`config.mk`:
```
export PLATFORM = sky130hd
export DESIGN_NAME = draw_sprite_array_flat
export DESIGN_NICKNAME = d
export VERILOG_FILES = /design/src/rtl/draw_sprite_array_if.sv /design/src/rtl/draw_sprite_array.sv /design/src/flat_wrapper.sv
export SDC_FILE = /design/constraint.sdc
export NUM_CORES = 1
export LEC_CHECK = 0
export CORE_ASPECT_RATIO = 0.75
export CORE_MARGIN = 2
export CORE_UTILIZATION = 56
export DETAILED_ROUTE_END_ITERATION = 10
export GPL_TIMING_DRIVEN = 0
export PLACE_DENSITY = 0.82
export SLEW_MARGIN = 0
export SYNTH_ARGS = -nofsm -noshare
export SYNTH_HDL_FRONTEND = slang
export SYNTH_SLANG_ARGS = --single-unit
```
`constraint.sdc`:
```
create_clock -name clk60MHz -period 3.5 [get_ports clk60MHz]
set_input_delay 0.35 -clock clk60MHz [delete_from_list [all_inputs] [get_ports clk60MHz]]
set_output_delay 0.35 -clock clk60MHz [all_outputs]
set_load 0.01 [all_outputs]
```
`src/rtl/draw_sprite_array_if.sv`:
```
// VGA stream interface: pixel counters, sync, blanking and 12-bit RGB.
// Modport "in" is the consumer side of a stream and "out" the producer
// side; "slave"/"master" name the same roles for generic wiring.
interface vga_if;
   logic [10:0] vcount;
   logic        vsync;
   logic        vblnk;
   logic [10:0] hcount;
   logic        hsync;
   logic        hblnk;
   logic [11:0] rgb;

   modport in     (input  vcount, vsync, vblnk, hcount, hsync, hblnk, rgb);
   modport out    (output vcount, vsync, vblnk, hcount, hsync, hblnk, rgb);
   modport slave  (input  vcount, vsync, vblnk, hcount, hsync, hblnk, rgb);
   modport master (output vcount, vsync, vblnk, hcount, hsync, hblnk, rgb);
endinterface

```
`src/rtl/draw_sprite_array.sv`:
```
// Sprite overlay stage: draws N_SPRITES animated, colour-keyed sprites on
// top of the incoming VGA stream with fixed index priority (slot 0 on top).
// Positions are written into shadow registers and become visible together
// at the next vblnk rising edge, so a frame is never drawn half-updated.
// Latency is two clocks for every output field.
// Optional feature macro: SPRITE_MIRROR_EN (per-slot horizontal mirror).
module draw_sprite_array #(
   parameter int          N_SPRITES    = 4,
   parameter int          SPR_W_LOG2   = 6,
   parameter int          SPR_H_LOG2   = 6,
   parameter int          N_FRAMES     = 2,
   parameter int          FRAME_PERIOD = 8,
   parameter logic [11:0] TRANSPARENT  = 12'hF0F,
   localparam int         FB = (N_FRAMES > 1) ? $clog2(N_FRAMES) : 1,
   localparam int         AW = FB + SPR_H_LOG2 + SPR_W_LOG2,
   localparam int         IW = (N_SPRITES > 1) ? $clog2(N_SPRITES) : 1
) (
   input  logic                   clk60MHz,
   input  logic                   rst,
   input  logic                   pos_wr,
   output logic                   pos_ready,
   input  logic [IW-1:0]          pos_idx,
   input  logic [10:0]            pos_x,
   input  logic [10:0]            pos_y,
   input  logic                   pos_en,
   input  logic                   pos_mirror,
   output logic [N_SPRITES*AW-1:0] pixel_addr,
   input  logic [N_SPRITES*12-1:0] rgb_pixel,
   vga_if.in                      in,
   vga_if.out                     out
);
   localparam int          FCW   = (FRAME_PERIOD > 1) ? $clog2(FRAME_PERIOD) : 1;
   localparam logic [11:0] SPR_W = 12'(1 << SPR_W_LOG2);
   localparam logic [11:0] SPR_H = 12'(1 << SPR_H_LOG2);

   logic                 vblnk_prev_reg;
   logic                 commit;
   logic                 wr_accept;
   logic [FB-1:0]        anim_frame_reg;
   logic [FCW-1:0]       frame_cnt_reg;
   logic [11:0]          hc12;
   logic [11:0]          vc12;
   logic [N_SPRITES-1:0] hit_s1;

   logic [10:0] s1_hcount_reg, s1_vcount_reg;
   logic        s1_hsync_reg, s1_vsync_reg, s1_hblnk_reg, s1_vblnk_reg;
   logic [11:0] s1_rgb_reg;
   logic [11:0] sel_rgb;

   // Commit strobe is the first cycle of vblnk; writes are held off then so
   // a shadow update can never race the shadow-to-active copy.
   assign commit    = !rst && in.vblnk && !vblnk_prev_reg;
   assign pos_ready = !commit;
   assign wr_accept = pos_wr && pos_ready;

   // Widen counters to 12 bits so x + sprite width near 2047 cannot wrap.
   assign hc12 = {1'b0, in.hcount};
   assign vc12 = {1'b0, in.vcount};

`ifndef SPRITE_MIRROR_EN
   logic unused_mirror;
   assign unused_mirror = pos_mirror;
`endif

   // Track previous vblnk for the rising-edge detect.
   always_ff @(posedge clk60MHz) begin
      if (rst) vblnk_prev_reg <= 1'b0;
      else     vblnk_prev_reg <= in.vblnk;
   end

   // Animation step counter: advances the frame index on the commit edge.
   always_ff @(posedge clk60MHz) begin
      if (rst) begin
         frame_cnt_reg  <= '0;
         anim_frame_reg <= '0;
      end else if (commit) begin
         if (frame_cnt_reg == FCW'(FRAME_PERIOD - 1)) begin
            frame_cnt_reg <= '0;
            if (N_FRAMES > 1) anim_frame_reg <= anim_frame_reg + FB'(1);
         end else begin
            frame_cnt_reg <= frame_cnt_reg + FCW'(1);
         end
      end
   end

   genvar gi;
   generate
      for (gi = 0; gi < N_SPRITES; gi++) begin : g_slot
         logic [10:0]           sh_x_reg, sh_y_reg, act_x_reg, act_y_reg;
         logic                  sh_en_reg, act_en_reg;
         logic [11:0]           x12, y12;
         logic [SPR_W_LOG2-1:0] dx, dx_field;
         logic [SPR_H_LOG2-1:0] dy;
         logic                  in_x, in_y, hit_s0, hit_s1_reg, wr_sel;

         assign wr_sel = wr_accept && (pos_idx == IW'(gi));

         // Shadow takes accepted writes; active follows shadow on commit.
         always_ff @(posedge clk60MHz) begin
            if (rst) begin
               sh_x_reg   <= '0;
               sh_y_reg   <= '0;
               sh_en_reg  <= 1'b0;
               act_x_reg  <= '0;
               act_y_reg  <= '0;
               act_en_reg <= 1'b0;
            end else begin
               if (wr_sel) begin
                  sh_x_reg  <= pos_x;
                  sh_y_reg  <= pos_y;
                  sh_en_reg <= pos_en;
               end
               if (commit) begin
                  act_x_reg  <= sh_x_reg;
                  act_y_reg  <= sh_y_reg;
                  act_en_reg <= sh_en_reg;
               end
            end
         end

         // Only the low bits of the offset feed the ROM address.
         assign dx = in.hcount[SPR_W_LOG2-1:0] - act_x_reg[SPR_W_LOG2-1:0];
         assign dy = in.vcount[SPR_H_LOG2-1:0] - act_y_reg[SPR_H_LOG2-1:0];

`ifdef SPRITE_MIRROR_EN
         logic sh_mirror_reg, act_mirror_reg;

         // Mirror flag rides the same shadow/commit path as the position.
         always_ff @(posedge clk60MHz) begin
            if (rst) begin
               sh_mirror_reg  <= 1'b0;
               act_mirror_reg <= 1'b0;
            end else begin
               if (wr_sel) sh_mirror_reg  <= pos_mirror;
               if (commit) act_mirror_reg <= sh_mirror_reg;
            end
         end

         assign dx_field = act_mirror_reg ? ~dx : dx;
`else
         assign dx_field = dx;
`endif

         assign pixel_addr[gi*AW +: AW] = rst ? '0 : {anim_frame_reg, dy, dx_field};

         assign x12    = {1'b0, act_x_reg};
         assign y12    = {1'b0, act_y_reg};
         assign in_x   = (hc12 >= x12) && (hc12 < x12 + SPR_W);
         assign in_y   = (vc12 >= y12) && (vc12 < y12 + SPR_H);
         assign hit_s0 = act_en_reg && in_x && in_y && !in.hblnk && !in.vblnk;

         // Hit flag travels alongside the ROM read so both arrive at stage 1.
         always_ff @(posedge clk60MHz) begin
            if (rst) hit_s1_reg <= 1'b0;
            else     hit_s1_reg <= hit_s0;
         end

         assign hit_s1[gi] = hit_s1_reg;
      end
   endgenerate

   // Stage 1: delay timing and background colour to meet the ROM data.
   always_ff @(posedge clk60MHz) begin
      if (rst) begin
         s1_hcount_reg <= '0;
         s1_vcount_reg <= '0;
         s1_hsync_reg  <= 1'b0;
         s1_vsync_reg  <= 1'b0;
         s1_hblnk_reg  <= 1'b0;
         s1_vblnk_reg  <= 1'b0;
         s1_rgb_reg    <= '0;
      end else begin
         s1_hcount_reg <= in.hcount;
         s1_vcount_reg <= in.vcount;
         s1_hsync_reg  <= in.hsync;
         s1_vsync_reg  <= in.vsync;
         s1_hblnk_reg  <= in.hblnk;
         s1_vblnk_reg  <= in.vblnk;
         s1_rgb_reg    <= in.rgb;
      end
   end

   // Lowest-index opaque hit wins; scanning downward lets slot 0 override.
   always_comb begin
      sel_rgb = s1_rgb_reg;
      for (int i = N_SPRITES - 1; i >= 0; i--) begin
         if (hit_s1[i] && (rgb_pixel[i*12 +: 12] != TRANSPARENT))
            sel_rgb = rgb_pixel[i*12 +: 12];
      end
   end

   // Stage 2: registered outputs.
   always_ff @(posedge clk60MHz) begin
      if (rst) begin
         out.hcount <= '0;
         out.vcount <= '0;
         out.hsync  <= 1'b0;
         out.vsync  <= 1'b0;
         out.hblnk  <= 1'b0;
         out.vblnk  <= 1'b0;
         out.rgb    <= '0;
      end else begin
         out.hcount <= s1_hcount_reg;
         out.vcount <= s1_vcount_reg;
         out.hsync  <= s1_hsync_reg;
         out.vsync  <= s1_vsync_reg;
         out.hblnk  <= s1_hblnk_reg;
         out.vblnk  <= s1_vblnk_reg;
         out.rgb    <= sel_rgb;
      end
   end
endmodule

```
`src/flat_wrapper.sv`:
```
// flat-port wrapper written by rule: the top's interface ports become plain ports
module draw_sprite_array_flat 
#(
   parameter int          N_SPRITES    = 4,
   parameter int          SPR_W_LOG2   = 6,
   parameter int          SPR_H_LOG2   = 6,
   parameter int          N_FRAMES     = 2,
   parameter int          FRAME_PERIOD = 8,
   parameter logic [11:0] TRANSPARENT  = 12'hF0F,
   localparam int         FB = (N_FRAMES > 1) ? $clog2(N_FRAMES) : 1,
   localparam int         AW = FB + SPR_H_LOG2 + SPR_W_LOG2,
   localparam int         IW = (N_SPRITES > 1) ? $clog2(N_SPRITES) : 1
)
  (clk60MHz, rst, pos_wr, pos_ready, pos_idx, pos_x, pos_y, pos_en, pos_mirror, pixel_addr, rgb_pixel, in_vcount, in_vsync, in_vblnk, in_hcount, in_hsync, in_hblnk, in_rgb, out_vcount, out_vsync, out_vblnk, out_hcount, out_hsync, out_hblnk, out_rgb);
  vga_if in_i ();
  vga_if out_i ();
  input  logic clk60MHz;
  input  logic rst;
  input  logic pos_wr;
  output logic pos_ready;
  input  logic [IW-1:0] pos_idx;
  input  logic [10:0] pos_x;
  input  logic [10:0] pos_y;
  input  logic pos_en;
  input  logic pos_mirror;
  output logic [N_SPRITES*AW-1:0] pixel_addr;
  input  logic [N_SPRITES*12-1:0] rgb_pixel;
  input wire logic [$bits(in_i.vcount)-1:0] in_vcount;
  input wire logic [$bits(in_i.vsync)-1:0] in_vsync;
  input wire logic [$bits(in_i.vblnk)-1:0] in_vblnk;
  input wire logic [$bits(in_i.hcount)-1:0] in_hcount;
  input wire logic [$bits(in_i.hsync)-1:0] in_hsync;
  input wire logic [$bits(in_i.hblnk)-1:0] in_hblnk;
  input wire logic [$bits(in_i.rgb)-1:0] in_rgb;
  output wire logic [$bits(out_i.vcount)-1:0] out_vcount;
  output wire logic [$bits(out_i.vsync)-1:0] out_vsync;
  output wire logic [$bits(out_i.vblnk)-1:0] out_vblnk;
  output wire logic [$bits(out_i.hcount)-1:0] out_hcount;
  output wire logic [$bits(out_i.hsync)-1:0] out_hsync;
  output wire logic [$bits(out_i.hblnk)-1:0] out_hblnk;
  output wire logic [$bits(out_i.rgb)-1:0] out_rgb;
  assign in_i.vcount = in_vcount;
  assign in_i.vsync = in_vsync;
  assign in_i.vblnk = in_vblnk;
  assign in_i.hcount = in_hcount;
  assign in_i.hsync = in_hsync;
  assign in_i.hblnk = in_hblnk;
  assign in_i.rgb = in_rgb;
  assign out_vcount = out_i.vcount;
  assign out_vsync = out_i.vsync;
  assign out_vblnk = out_i.vblnk;
  assign out_hcount = out_i.hcount;
  assign out_hsync = out_i.hsync;
  assign out_hblnk = out_i.hblnk;
  assign out_rgb = out_i.rgb;
  draw_sprite_array #(.N_SPRITES(N_SPRITES), .SPR_W_LOG2(SPR_W_LOG2), .SPR_H_LOG2(SPR_H_LOG2), .N_FRAMES(N_FRAMES), .FRAME_PERIOD(FRAME_PERIOD), .TRANSPARENT(TRANSPARENT)) u_core (.clk60MHz(clk60MHz), .rst(rst), .pos_wr(pos_wr), .pos_ready(pos_ready), .pos_idx(pos_idx), .pos_x(pos_x), .pos_y(pos_y), .pos_en(pos_en), .pos_mirror(pos_mirror), .pixel_addr(pixel_addr), .rgb_pixel(rgb_pixel), .in(in_i), .out(out_i));
endmodule
```
==> impl_metrics.ini <==
[timing]
finalMaxSlewViolations = 0
rsz0062_at_grt = no
period_needed_ns = 3.454
final-setup-viol-count = 0
skew_ns = 0.01529
finalHoldViolCount = 0
worstMarginPinSlew_ns = 0.8605
maxSlewHeadroom_pct = 42.14
fmax_ghz = 0.2895
worst_slack_ns = 0.04609
whs_ns = 0.3604
tns_ns = 0
final.period_utilization_pct = 98.68

[pwr]
vdd_drop_max_mv = 0.4519
power.share.clock_pct = 43.4
p_per_area_nw_per_um2 = 436.2
switching_power_mw = 1.976
switching_share_pct = 26.06
intPower_mw = 5.606
power_frac_comb_pct = 14.6
p_leak_nw = 6.500
p_total_mw = 7.583
seqPwrFrac_pct = 41.9

[cells_and_area]
antennaDiodeCount = 0
layout-drive-gt1-share_pct = 4.256
area_delta_synth_final_pct = 24.99
seqCellArea_um2 = 5365
nFillCells = 1892
layout.nets = 2144
multiInputGateArea_um2 = 7774
finalNonFillerCells = 2234

[placement]
finalWeightedCongestion = 0.9544
dp_hpwl_um = 33880
io_buffer_count = 204
place_ws_ns = -0.5875
dp.cells = 2186

[synthesis]
ys_dominant_reg_cell = dfxtp_1
yosysSeqAreaShare_pct = 38.58
yosys_register_bits = 268
syn_area_per_cell_um2 = 8.424
synth_warnings = 0
syn_area_um2 = 13910
syn_inst = 1651
synth_nets = 1912
synthDistinctLibCells = 68
synthArstFlopShare_pct = 0
synth-edff-count = 0

[global_routing]
grt_use_met2_pct = 53.14
grt_antenna_before_repair = 0
grt_pass1_wl_um = 68570
grt_pass1_vias = 12600
grt_use_met3_pct = 5.928
groute.usage.overall_pct = 33.98
grt_overflow = 0
grt_use_met1_pct = 47.80
grt_busiest_layer = met2
grt_max_degree = 17

[floorplan]
core_area_um2 = 24160
boundaryPins = 206
die_h_um = 140.5
die_x_um = 186.0
die-area_um2 = 26130
rows = 49
start_util_pct = 57.58

[clock_network]
cts_tree = yes
clock_latency_ns = 0.55
cts-buffers-inserted = 27
cts_setup_buffers = 0
cts_max_level = 1
cts-root-buf = clkbuf_16
path_clk_slew_ns = 0.07
cts_buffer_depth = 3
clkSinkCount = 268

[critical_path]
path_max_fanout = 10
path_buf_inv = 5
critical-path-top-delay-family = buffers and inverters
critPathMaxStageDelay_ns = 0.60
cp.arrival_ns = 3.10
crit_path_top_delay_cell = clkdlybuf4s50_1
reg2reg_depth = 9
critPathKind = input pin to primary output
crit_path_start_kind = input pin
cp.depth = 6
path_cells = clkdlybuf4s50_1, clkbuf_1, clkbuf_2, buf_1, nor2_1, clkdlybuf4s50_1
cp-end-kind = primary output
cp_data_required_time_ns = 3.15
cp_common_cell = clkdlybuf4s50_1

[job]
maxCapViolCount = 0

[route]
vias = 13290
ant_nets = 0
drt_iter0_markers = 1500
wl_per_cell_um = 20.19
remaining_drc_errors = 0
drt_pass1_iterations = 5
totalWireLength_um = 45100
vias_per_cell = 5.950

[run_status]
status = finished clean

[hold_path]
hold_path_depth = 2
hold_class = input pin to flop
==> repair_timing <==
action / 4_1_cts / 5_1_grt
endpoints found under the setup margin: 38 / 26
pin swaps: 0 / 0
hold buffers: 0 / 0
resized for setup: 6 / 11
==> metal layers <==
metal,share of wire [%],vias to the layer above
met2,44,828
met4,3.0,0
li1,-,6175
met5,0,-
met1,42,6168
met3,12,122
==> synth_stat cells, drive strengths merged (6+ instances only) <==
master   instances  area share, %
a221o            6           0.43
o21bai           7           0.38
mux2i            7           0.50
nand3b          14           0.78
o211ai           7           0.38
inv            117            3.2
a31oi            7           0.31
nand4           14           0.63
nor3            13           0.47
clkbuf          72            1.9
nor2            69            1.9
o31a             6           0.38
a311oi          11           0.92
xnor2           39            2.5
a2111oi          8           0.50
nand2b           7           0.31
o21ai           26           0.94
nor2b           90            4.0
ha             138             12
nand2          326            8.8
a21o            31            1.7
o31ai           88            4.8
buf             12           0.44
dfxtp          268             39
a21oi          141            5.1
nand3           29            1.0
o21a             7           0.38
fa               8            1.2
a211oi          12           0.65
==> cells in the final DEF (no fill, tap or decap), types with 5 or more instances in the layout <==
cell	Yosys	layout
nand2_1	326	326
dfxtp_1	268	268
clkdlybuf4s50_1	0	202
a21oi_1	141	141
ha_1	138	138
inv_1	116	115
nor2b_1	90	90
o31ai_1	87	87
nor2_1	69	69
clkbuf_1	72	64
xnor2_1	39	39
a21o_1	31	31
nand3_1	29	29
clkbuf_16	0	27
o21ai_0	26	26
nand4_1	14	14
nor3_1	13	13
nand3b_1	13	13
a211oi_1	12	12
clkbuf_2	0	9
fa_1	8	8
o21bai_1	7	7
o21a_1	7	7
nand2b_1	7	7
o211ai_1	7	7
mux2i_1	7	7
a2111oi_0	8	7
a31oi_1	7	7
bufinv_16	0	7
o31a_1	6	6
clkinvlp_4	0	6
a221o_1	6	6
a311oi_1	6	6
xor2_1	5	5
nand4b_1	5	5
a311oi_2	5	5
==> path summary, 6_finish.rpt <==
kind	end	slack, ns	from
min	u_core.s1_rgb_reg[3]	0.36	in_rgb[3]
max reg2reg	u_core.g_slot[3].hit_s1_reg	0.29	u_core.g_slot[3].act_y_reg[0]
min reg2reg	u_core.out.hcount[8]	0.43	u_core.s1_hcount_reg[8]
max	pixel_addr[2]	0.05	rst
==> per-stage QoR <==
stage	utilization, %	area [um2]
2_1_floorplan	-	13910
3_3_place_gp	67.75	16360
3_5_place_dp	67.75	16360
4_1_cts	71.93	17380
5_1_grt	71.97	17380
6_report	71.97	17380
==> power groups by stage <==
stage	sequential, mW	combinational (mW)	clock, mW
6_report	3.18	1.11	3.29
5_1_grt	3.19	1.19	3.41
4_1_cts	3.18	1.08	3.29
3_5_place_dp	3.25	1.07	0
3_3_place_gp	3.24	1.04	0
2_1_floorplan	3.24	0.542	0
==> cells by family after synthesis <==
kind of cell	count (synthesis)	share of synthesized area, %
buffers and inverters	201	5.542
flip-flops	268	38.58
adder cells (fa/ha/maj)	146	13.57
AND/OR/NAND/NOR	597	19.98
XOR/XNOR	44	2.771
AO/OA/AOI/OAI	384	18.74
multiplexers	11	0.8276
==> final cells by class <==
cell class	count	area share, %
inverter	117	2.548
sequential	268	30.86
timing repair buffer	204	11.75
buffer	83	1.950
clock buffer	29	4.045
multi-input combinational	1182	44.72
clock inverter	20	1.742
tap	331	2.382
Power figures use the tool's default switching activity.
